<file path="src/rtl/fmult_accum_engine.sv">
// Time-shared G.726 FMULT with SEZ/SE accumulation: one (An, SRn) beat per cycle,
// three-stage pipeline (decode, product, accumulate), one tagged result per frame.
module fmult_accum_engine #(
  parameter  int NZ       = 6,
  parameter  int MAX_TAPS = 8,
  parameter  int CH_W     = 5,
  localparam int CNT_W    = $clog2(MAX_TAPS + 1)
) (
  input  logic             clk,
  input  logic             reset_n,
  input  logic             clear,
  input  logic             in_valid,
  output logic             in_ready,
  input  logic [15:0]      in_an,
  input  logic [10:0]      in_sr,
  input  logic             in_last,
  input  logic [CH_W-1:0]  in_ch,
  output logic             out_valid,
  input  logic             out_ready,
  output logic [14:0]      out_sez,
  output logic [14:0]      out_se,
  output logic [CH_W-1:0]  out_ch,
  output logic [CNT_W-1:0] out_taps,
  output logic             out_ovf
);

  typedef enum logic [1:0] {IDLE, ACC, DRAIN, DONE} state_t;

  state_t            state_q;
  logic              in_ready_q, out_valid_q;
  logic [CNT_W-1:0]  cnt_q;
  logic              ovf_q;
  logic [CH_W-1:0]   ch_q;
  logic [15:0]       sezi_q, sei_q;

  logic              s1_valid_q, s1_sign_q, s1_zero_q, s1_use_q, s1_last_q;
  logic [4:0]        s1_exp_q;
  logic [5:0]        s1_an_mant_q, s1_sr_mant_q;
  logic              s2_valid_q, s2_zero_q, s2_use_q, s2_last_q;
  logic [15:0]       s2_wan_q;
  logic              s3_last_q;

  logic              accept;
  logic [CNT_W-1:0]  beat_idx;
  logic [12:0]       an_mag;
  logic [3:0]        an_exp;
  logic [5:0]        an_mant_d;
  logic [4:0]        s1_exp_d;
  logic [7:0]        wan_mant;
  logic [14:0]       wan_base, wan_mag;
  logic [15:0]       wan_d;
  logic              unused_an_lsbs;

  assign accept         = in_valid & in_ready_q;
  assign beat_idx       = (state_q == IDLE) ? '0 : cnt_q;
  assign unused_an_lsbs = ^in_an[1:0];

  // Operand decode: An magnitude to floating point, matching the SRn format.
  always_comb begin
    an_mag = in_an[15] ? 13'(15'd16384 - {1'b0, in_an[15:2]}) : in_an[14:2];
    an_exp = '0;
    for (int i = 0; i < 13; i++) begin
      if (an_mag[i]) an_exp = 4'(i + 1);
    end
    an_mant_d = (an_mag == '0) ? 6'd32 : 6'({an_mag, 6'b0} >> an_exp);
    s1_exp_d  = {1'b0, an_exp} + {1'b0, in_sr[9:6]};
  end

  always_comb begin
    wan_mant = 8'((13'(s1_an_mant_q) * 13'(s1_sr_mant_q) + 13'd48) >> 4);
    wan_base = {wan_mant, 7'b0};
    if (s1_exp_q <= 5'd26) wan_mag = wan_base >> (5'd26 - s1_exp_q);
    else                   wan_mag = wan_base << (s1_exp_q - 5'd26);
    wan_d = s1_sign_q ? (16'd0 - {1'b0, wan_mag}) : {1'b0, wan_mag};
  end

  always_ff @(posedge clk or negedge reset_n) begin
    if (!reset_n) begin
      state_q      <= IDLE;
      in_ready_q   <= 1'b0;
      out_valid_q  <= 1'b0;
      cnt_q        <= '0;
      ovf_q        <= 1'b0;
      ch_q         <= '0;
      sezi_q       <= '0;
      sei_q        <= '0;
      s1_valid_q   <= 1'b0;
      s1_sign_q    <= 1'b0;
      s1_zero_q    <= 1'b0;
      s1_use_q     <= 1'b0;
      s1_last_q    <= 1'b0;
      s1_exp_q     <= '0;
      s1_an_mant_q <= '0;
      s1_sr_mant_q <= '0;
      s2_valid_q   <= 1'b0;
      s2_zero_q    <= 1'b0;
      s2_use_q     <= 1'b0;
      s2_last_q    <= 1'b0;
      s2_wan_q     <= '0;
      s3_last_q    <= 1'b0;
    end else if (clear) begin
      state_q     <= IDLE;
      in_ready_q  <= 1'b1;
      out_valid_q <= 1'b0;
      cnt_q       <= '0;
      ovf_q       <= 1'b0;
      sezi_q      <= '0;
      sei_q       <= '0;
      s1_valid_q  <= 1'b0;
      s2_valid_q  <= 1'b0;
      s3_last_q   <= 1'b0;
    end else begin
      s1_valid_q <= accept;
      if (accept) begin
        s1_sign_q    <= in_an[15] ^ in_sr[10];
        s1_exp_q     <= s1_exp_d;
        s1_an_mant_q <= an_mant_d;
        s1_sr_mant_q <= in_sr[5:0];
        s1_zero_q    <= beat_idx < CNT_W'(NZ);
        s1_use_q     <= beat_idx < CNT_W'(MAX_TAPS);
        s1_last_q    <= in_last;
      end
      s2_valid_q <= s1_valid_q;
      s2_zero_q  <= s1_zero_q;
      s2_use_q   <= s1_use_q;
      s2_last_q  <= s1_last_q;
      s2_wan_q   <= wan_d;
      s3_last_q  <= s2_valid_q & s2_last_q;

      // The pipeline is always empty in IDLE, so the frame-start clear never races an add.
      if (accept && state_q == IDLE) begin
        sezi_q <= '0;
        sei_q  <= '0;
        ch_q   <= in_ch;
      end else if (s2_valid_q && s2_use_q) begin
        sei_q <= sei_q + s2_wan_q;
        if (s2_zero_q) sezi_q <= sezi_q + s2_wan_q;
      end

      if (accept) begin
        if (state_q == IDLE) begin
          cnt_q <= CNT_W'(1);
          ovf_q <= 1'b0;
        end else if (cnt_q == CNT_W'(MAX_TAPS)) begin
          ovf_q <= 1'b1;
        end else begin
          cnt_q <= cnt_q + CNT_W'(1);
        end
      end

      case (state_q)
        IDLE, ACC: begin
          in_ready_q <= 1'b1;
          if (accept && in_last) begin
            state_q    <= DRAIN;
            in_ready_q <= 1'b0;
          end else if (accept) begin
            state_q <= ACC;
          end
        end
        DRAIN: begin
          if (s3_last_q) begin
            state_q     <= DONE;
            out_valid_q <= 1'b1;
          end
        end
        DONE: begin
          if (out_ready) begin
            state_q     <= IDLE;
            out_valid_q <= 1'b0;
            in_ready_q  <= 1'b1;
          end
        end
      endcase
    end
  end

  assign in_ready  = in_ready_q;
  assign out_valid = out_valid_q;
  assign out_sez   = sezi_q[15:1];
  assign out_se    = sei_q[15:1];
  assign out_ch    = ch_q;
  assign out_taps  = cnt_q;
  assign out_ovf   = ovf_q;

endmodule

</file>
<file path="config.mk">
export PLATFORM = sky130hd
export DESIGN_NAME = fmult_accum_engine
export DESIGN_NICKNAME = d
export VERILOG_FILES = /design/src/rtl/fmult_accum_engine.sv
export SDC_FILE = /design/constraint.sdc
export NUM_CORES = 1
export LEC_CHECK = 0
export CORE_MARGIN = 10
export CORE_UTILIZATION = 42
export DETAILED_ROUTE_END_ITERATION = 12
export DONT_BUFFER_PORTS = 1
export PLACE_DENSITY = 0.58
export SYNTH_ARGS = -nofsm -noshare
export SYNTH_HDL_FRONTEND = slang
export SYNTH_SLANG_ARGS = --single-unit
</file>
<file path="constraint.sdc">
create_clock -name clk -period 12.1 [get_ports clk]
set_input_delay 2.42 -clock clk [delete_from_list [all_inputs] [get_ports clk]]
set_output_delay 2.42 -clock clk [all_outputs]
set_load 0.02 [all_outputs]
</file>
# Word level (Yosys, flattened, before mapping)
# Index checks and enable logic that the tools add are counted.
classes:
  mux: 50
  multipliers: 1
  n_shift: 3
  order_cmp: 3
  n_reduce_logical: 20
  add_sub_neg: 9
  n_bitwise: 4
  eq_ne: 8
ops:
  columns: ["operator", "count"]
  rows:
  - ["$mux 16", 8]
  - ["$mux 4", 15]
  - ["$add 16x16->16", 2]
  - ["$shr 19x4->6", 1]
  - ["$sub 1x15->16 const A", 1]
  - ["$mux 15", 1]
  - ["$reduce_bool 3->1", 5]
  - ["$shl 15x5->15", 1]
  - ["$shr 15x5->15", 1]
  - ["$mux 1", 14]
  - ["$mux 2", 7]
  - ["$logic_not 13->1", 1]
  - ["$mux 13", 1]
  - ["$sub 1x13->13 const A", 1]
  - ["$add 12x6->12 const B", 1]
  - ["$mul 6x6->12", 1]
  - ["$reduce_and 2->1", 6]
  - ["$ne 3x3->1 const B", 3]
  - ["$mux 6", 1]
  - ["$pmux 2 s3", 1]
  - ["$reduce_and 3->1", 2]
  - ["$add 4x4->5", 1]
  - ["$le 5x5->1 const B", 1]
  - ["$sub 5x5->5 const A", 1]
  - ["16 further kinds", 21]
totals:
  register_bits: 89
  word_cells: 120

# Longest topological paths before layout
logic_depth:
  ltp_word: 17
  mapped_depth: 24

# Worst setup path after synthesis
# No wires, ideal clock.
synth_timing:
  path_type: "flip-flop to flip-flop"
  startpoint: "register s1_an_mant_q[3]"
  endpoint: "register s2_wan_q[12]"
  period_less_slack_ps: 5706
  required_time_ps: 12001
  slack_ps: 6394
  arrival_time_ps: 5606
  setup_time_ps: 99
  stages_incl_launch_ff: 22
  cell_sequence: "dfrtp_1 -> clkbuf_1 -> nand2_1 -> fa_1 -> fa_1 -> fa_1 -> inv_1 -> fa_1 -> inv_1 -> fa_1 -> nand2b_1 -> a21o_1 -> a211o_1 -> a22o_1 -> o311ai_1 -> nand2_1 -> nand2_1 -> ha_1 -> inv_1 -> nor4_2 -> nand2_1 -> a311oi_1"
synth_via:
  elab_chain_cells: 6
  elab_cells_between_ends: 7
  cone_classes: "add/sub (2); mul (1); shift (2); mux (2)"
synth_lines:
  columns: ["element", "line", "text"]
  rows:
  - ["start: declaration", "38", "logic [5:0] s1_an_mant_q, s1_sr_mant_q;"]
  - ["start signal: assignment", "117", "s1_an_mant_q <= an_mant_d;"]
  - ["$mul 6x6->12 (*)", "70", "wan_mant = 8'((13'(s1_an_mant_q) * 13'(s1_sr_mant_q) + 13'd48) >> 4);"]
  - ["$add 12x6->12 (*)", "70", null]
  - ["$shl 15x5->15 / $shr 15x5->15 (equally long branches)", "73, 72", null]
  - ["$mux 15 (*)", "72", "if (s1_exp_q <= 5'd26) wan_mag = wan_base >> (5'd26 - s1_exp_q);"]
  - ["$sub 1x15->16", "74", "wan_d = s1_sign_q ? (16'd0 - {1'b0, wan_mag}) : {1'b0, wan_mag};"]
  - ["$mux 16 (*)", "74", null]
  - ["end signal: assignment", "127", "s2_wan_q <= wan_d;"]
  - ["end: declaration", "40", "logic [15:0] s2_wan_q;"]
# Mark *: on every way between the ends. The rest lies on a longest branch, timed or not.
# A chain may end at the register's enable or synchronous reset.

# Final worst setup path
# Same ends and word-level chain as after synthesis.

==> impl_results.md <==
* Tcrit/Tclk final at 52.2%
* Port-buffer cells at 0
* CTS tree: built
* Sink Count at 89
* Clock network power share at 15.8%
* Synth async-reset ratio at 100%
* Largest net degree at the start of global routing at 90
* Minimum clock period at 6320 ps
* Router iterations before antenna repair at 5
* Data required, critical path at 12330 ps
* Vias at 7443
* RePlAce Congestion at 0.901
* Longest Clk Path Bufs at 2
* Switching Share at 47.3%
* Logic pwr share at 62.3%
* Crit-path max FO at 8
* Total gr overflow at 0
* Synth top area cells: dfrtp_1 (25%), ha_1 (9.2%), nand2_1 (6.5%)
* Synth top area share at 24.7%
* WL final at 21900 um
* TritonCTS Buffers at 9
* H-tree depth at 3
* # fillers at 2125
* Number of synthesized flops with an enable pin at 0
* Initial antenna violation count at 0
* Die X at 167 um
* Fin worst setup slack at 5780 ps
* Distinct cell type count after synthesis at 94
* Routed wire per std cell at 16.7 um
* Final Hold Viols at 0
* Chip Height at 167 um
* Setup crit end: s2_wan_q[12]
* Critical path's slowest cell: fa_1
* Vias per cell at 5.70
* Multi-input logic area at 0.00618 mm^2
* Share of layout cells above drive strength 1 at 7.27%
* GRT Total Usage at 15.4%
* Dpl hpwl at 17100 um
* Worst Setup End Kind: flip-flop
* Normalized max-slew margin at 42.8%
* Seq pwr share at 21.9%
* Reg-to-Reg Start: s1_an_mant_q[3]
* Clock latency at the later pin of the worst-skew pair at 350 ps
* Syn-to-layout area delta at 3.44%
* Initial core utilization at 42.8%
* Total negative slack at 0 ps
* Worst Setup SP: s1_an_mant_q[3]
* Worst setup SP type: flip-flop
* Cell Area, Synth at 0.00902 mm^2
* Slew Viols, Final at 0
* HP Class: flip-flop to flip-flop
* Hold-fix buffers at CTS at 0
* Worst slack, placed at 5720 ps
* Outcome: finished, final reports clean
* Worst r2r path cells at 20
* Number of global-route vias before repair at 7230
* Row Count at 53
* Most used cell, CP: fa_1
* RSZ-0062 raised after global routing: false
* Pwr Total at 1.94 mW
* Critical path type: flip-flop to flip-flop
* Power per cell area at 207 mW/mm^2
* Postcts setup bufs at 0
* DIE AREA at 0.0278 mm^2
* Worst vdd ir at 0.000110 V
* Critical-path cell list: nand2_1 -> fa_1 -> fa_1 -> fa_1 -> inv_1 -> fa_1 -> inv_1 -> fa_1 -> nand2b_1 -> o2bb2ai_1 -> xnor2_1 -> mux4_2 -> nand3_1 -> nand2_1 -> nand2_1 -> ha_1 -> inv_1 -> nor4_2 -> nand2_1 -> a311oi_1
* Detailed Route Iter0 Violations at 420
* Reg2Reg Setup Slack at 5780 ps
* Critical path's largest stage delay at 560 ps
* Max-cap violation count at 0
* Worst Tran Pin Value at 855 ps
* Synthesized flop and latch total at 89
* Final number of setup-violating endpoints at 0
* Core Footprint at 0.0211 mm^2
* Syn Nets at 1207
* Nets at 1151
* Reg clk slew, reported paths at 60 ps
* Io pins at 80
* Fmax at 158 MHz
* FF+latch area at 0.00223 mm^2
* Antenna viol nets, final at 0
* Ant. Diodes at 0
* Worst clock skew at 14.5 ps
* Post-synthesis cell count at 1082
* Mapped Avg Cell Area at 8.34 um^2
* First-pass GRT wire length at 36900 um
* CP arrival at 6550 ps
* Internal power at 1.02 mW
* Synth Flop Type: dfrtp_1
* Switch Pwr at 915 uW
* # DRC at 0
* Synth area leader: dfrtp_1
* YS warnings at 0
* Root Driver: clkbuf_16
* P_leak at 4.10 nW
* Post-CTS Resized at 0
* FF-to-FF End: s2_wan_q[12]
* Register area share after synthesis at 24.7%
## worst min-delay path by stage
| stage | from | end | slack (ps) | depth (start not counted) |
|---|---|---|---|---|
| 2_1_floorplan | s1_zero_q | s1_zero_q | 430 | 2 |
| 3_3_place_gp | s1_valid_q | s2_valid_q | 440 | 1 |
| 4_1_cts | s1_valid_q | s2_valid_q | 470 | 1 |
| 5_1_grt | s1_valid_q | s2_valid_q | 500 | 1 |
| 3_5_place_dp | s1_valid_q | s2_valid_q | 450 | 1 |
| 6_report | s1_valid_q | s2_valid_q | 460 | 1 |
## state kept, by name, indices dropped and copies added, names as in the netlist, 2 cells and up
signal and cells:
state_q 2, s1_an_mant_q 6, sezi_q 16, sei_q 16
s1_sr_mant_q 6, out_ch 5, out_taps 4, s2_wan_q 16
s1_exp_q 5
## cell type report
type                    count  area share [%]
clock buffers               9            2.41
clock inverters             7            1.14
inverters                  60            2.41
multi-input cells         862            66.2
flip-flops and latches     89            23.9
well taps                 275            3.69
repair buffers              4           0.322
## critical path, delay by kind of cell, from the launching register on
family	cells	cell delay [ps]
adders and majority gates	6	2730
and+or+nand+nor	7	1380
muxes	1	560
DFF	1	540
AOI/OAI and AO/OA	2	530
xor gates and xnor gates	1	260
buffers and inverters	3	190
## placed cells by master (no fill, tap or decap), types with 13 or more instances in the layout
master,count
nand2_1,157
dfrtp_1,89
a21oi_1,73
ha_1,66
nor2_1,57
inv_1,56
o21ai_0,55
nand3_1,34
xnor2_1,30
nor3_1,28
xor2_1,26
fa_1,21
and2_1,15
mux2_2,13
o31ai_1,13
## cells in the mapped netlist (all sizes together) (27+ instances only)
library cell,number
a21oi,75
buf,40
clkbuf,31
dfrtp,89
ha,66
inv,58
nand2,162
nand3,34
nor2,57
nor3,29
o21ai,61
xnor2,30
xor2,27
## power by group through the flow
stage               sequential, mW  clock, mW  combinational, mW
detailed placement           0.430          0               1.20
finish                       0.423      0.306               1.21
floorplan                    0.387          0              0.992
CTS                          0.424      0.316               1.21
global placement             0.430          0               1.19
global route                 0.430      0.328               1.37
## per-layer routing
layer / GRT usage [%] / up-vias / share of wire (%) / routed length (um)
li1: - / 3806 / - / -
met4: 3.13 / 0 / 0.80 / 175
met5: 0 / - / 0 / 0
met3: 3.20 / 15 / 4.1 / 886
met1: 19.2 / 3522 / 46 / 9960
met2: 26.9 / 100 / 50 / 10900
## cells by family after synthesis
| logic type | count (synthesis) | synth area share [%] |
|---|---|---|
| AOI/OAI and AO/OA | 297 | 22.9 |
| xor gates and xnor gates | 57 | 5.61 |
| adders and majority gates | 87 | 13.8 |
| buffers and inverters | 131 | 6.88 |
| DFF | 89 | 24.7 |
| muxes | 30 | 4.34 |
| and+or+nand+nor | 391 | 21.8 |
## metrics by stage
stage	hold WS, ps	instances	utilization [%]	instance area (um^2)
after floorplan	435	1082	-	9020
after global placement	441	1290	42.7	9000
after detailed placement	448	1290	42.7	9000
after CTS	466	1306	44.3	9340
after global routing	503	1306	44.3	9340
final	460	1306	44.3	9340
Note: power is estimated with default switching activity, not from simulation.
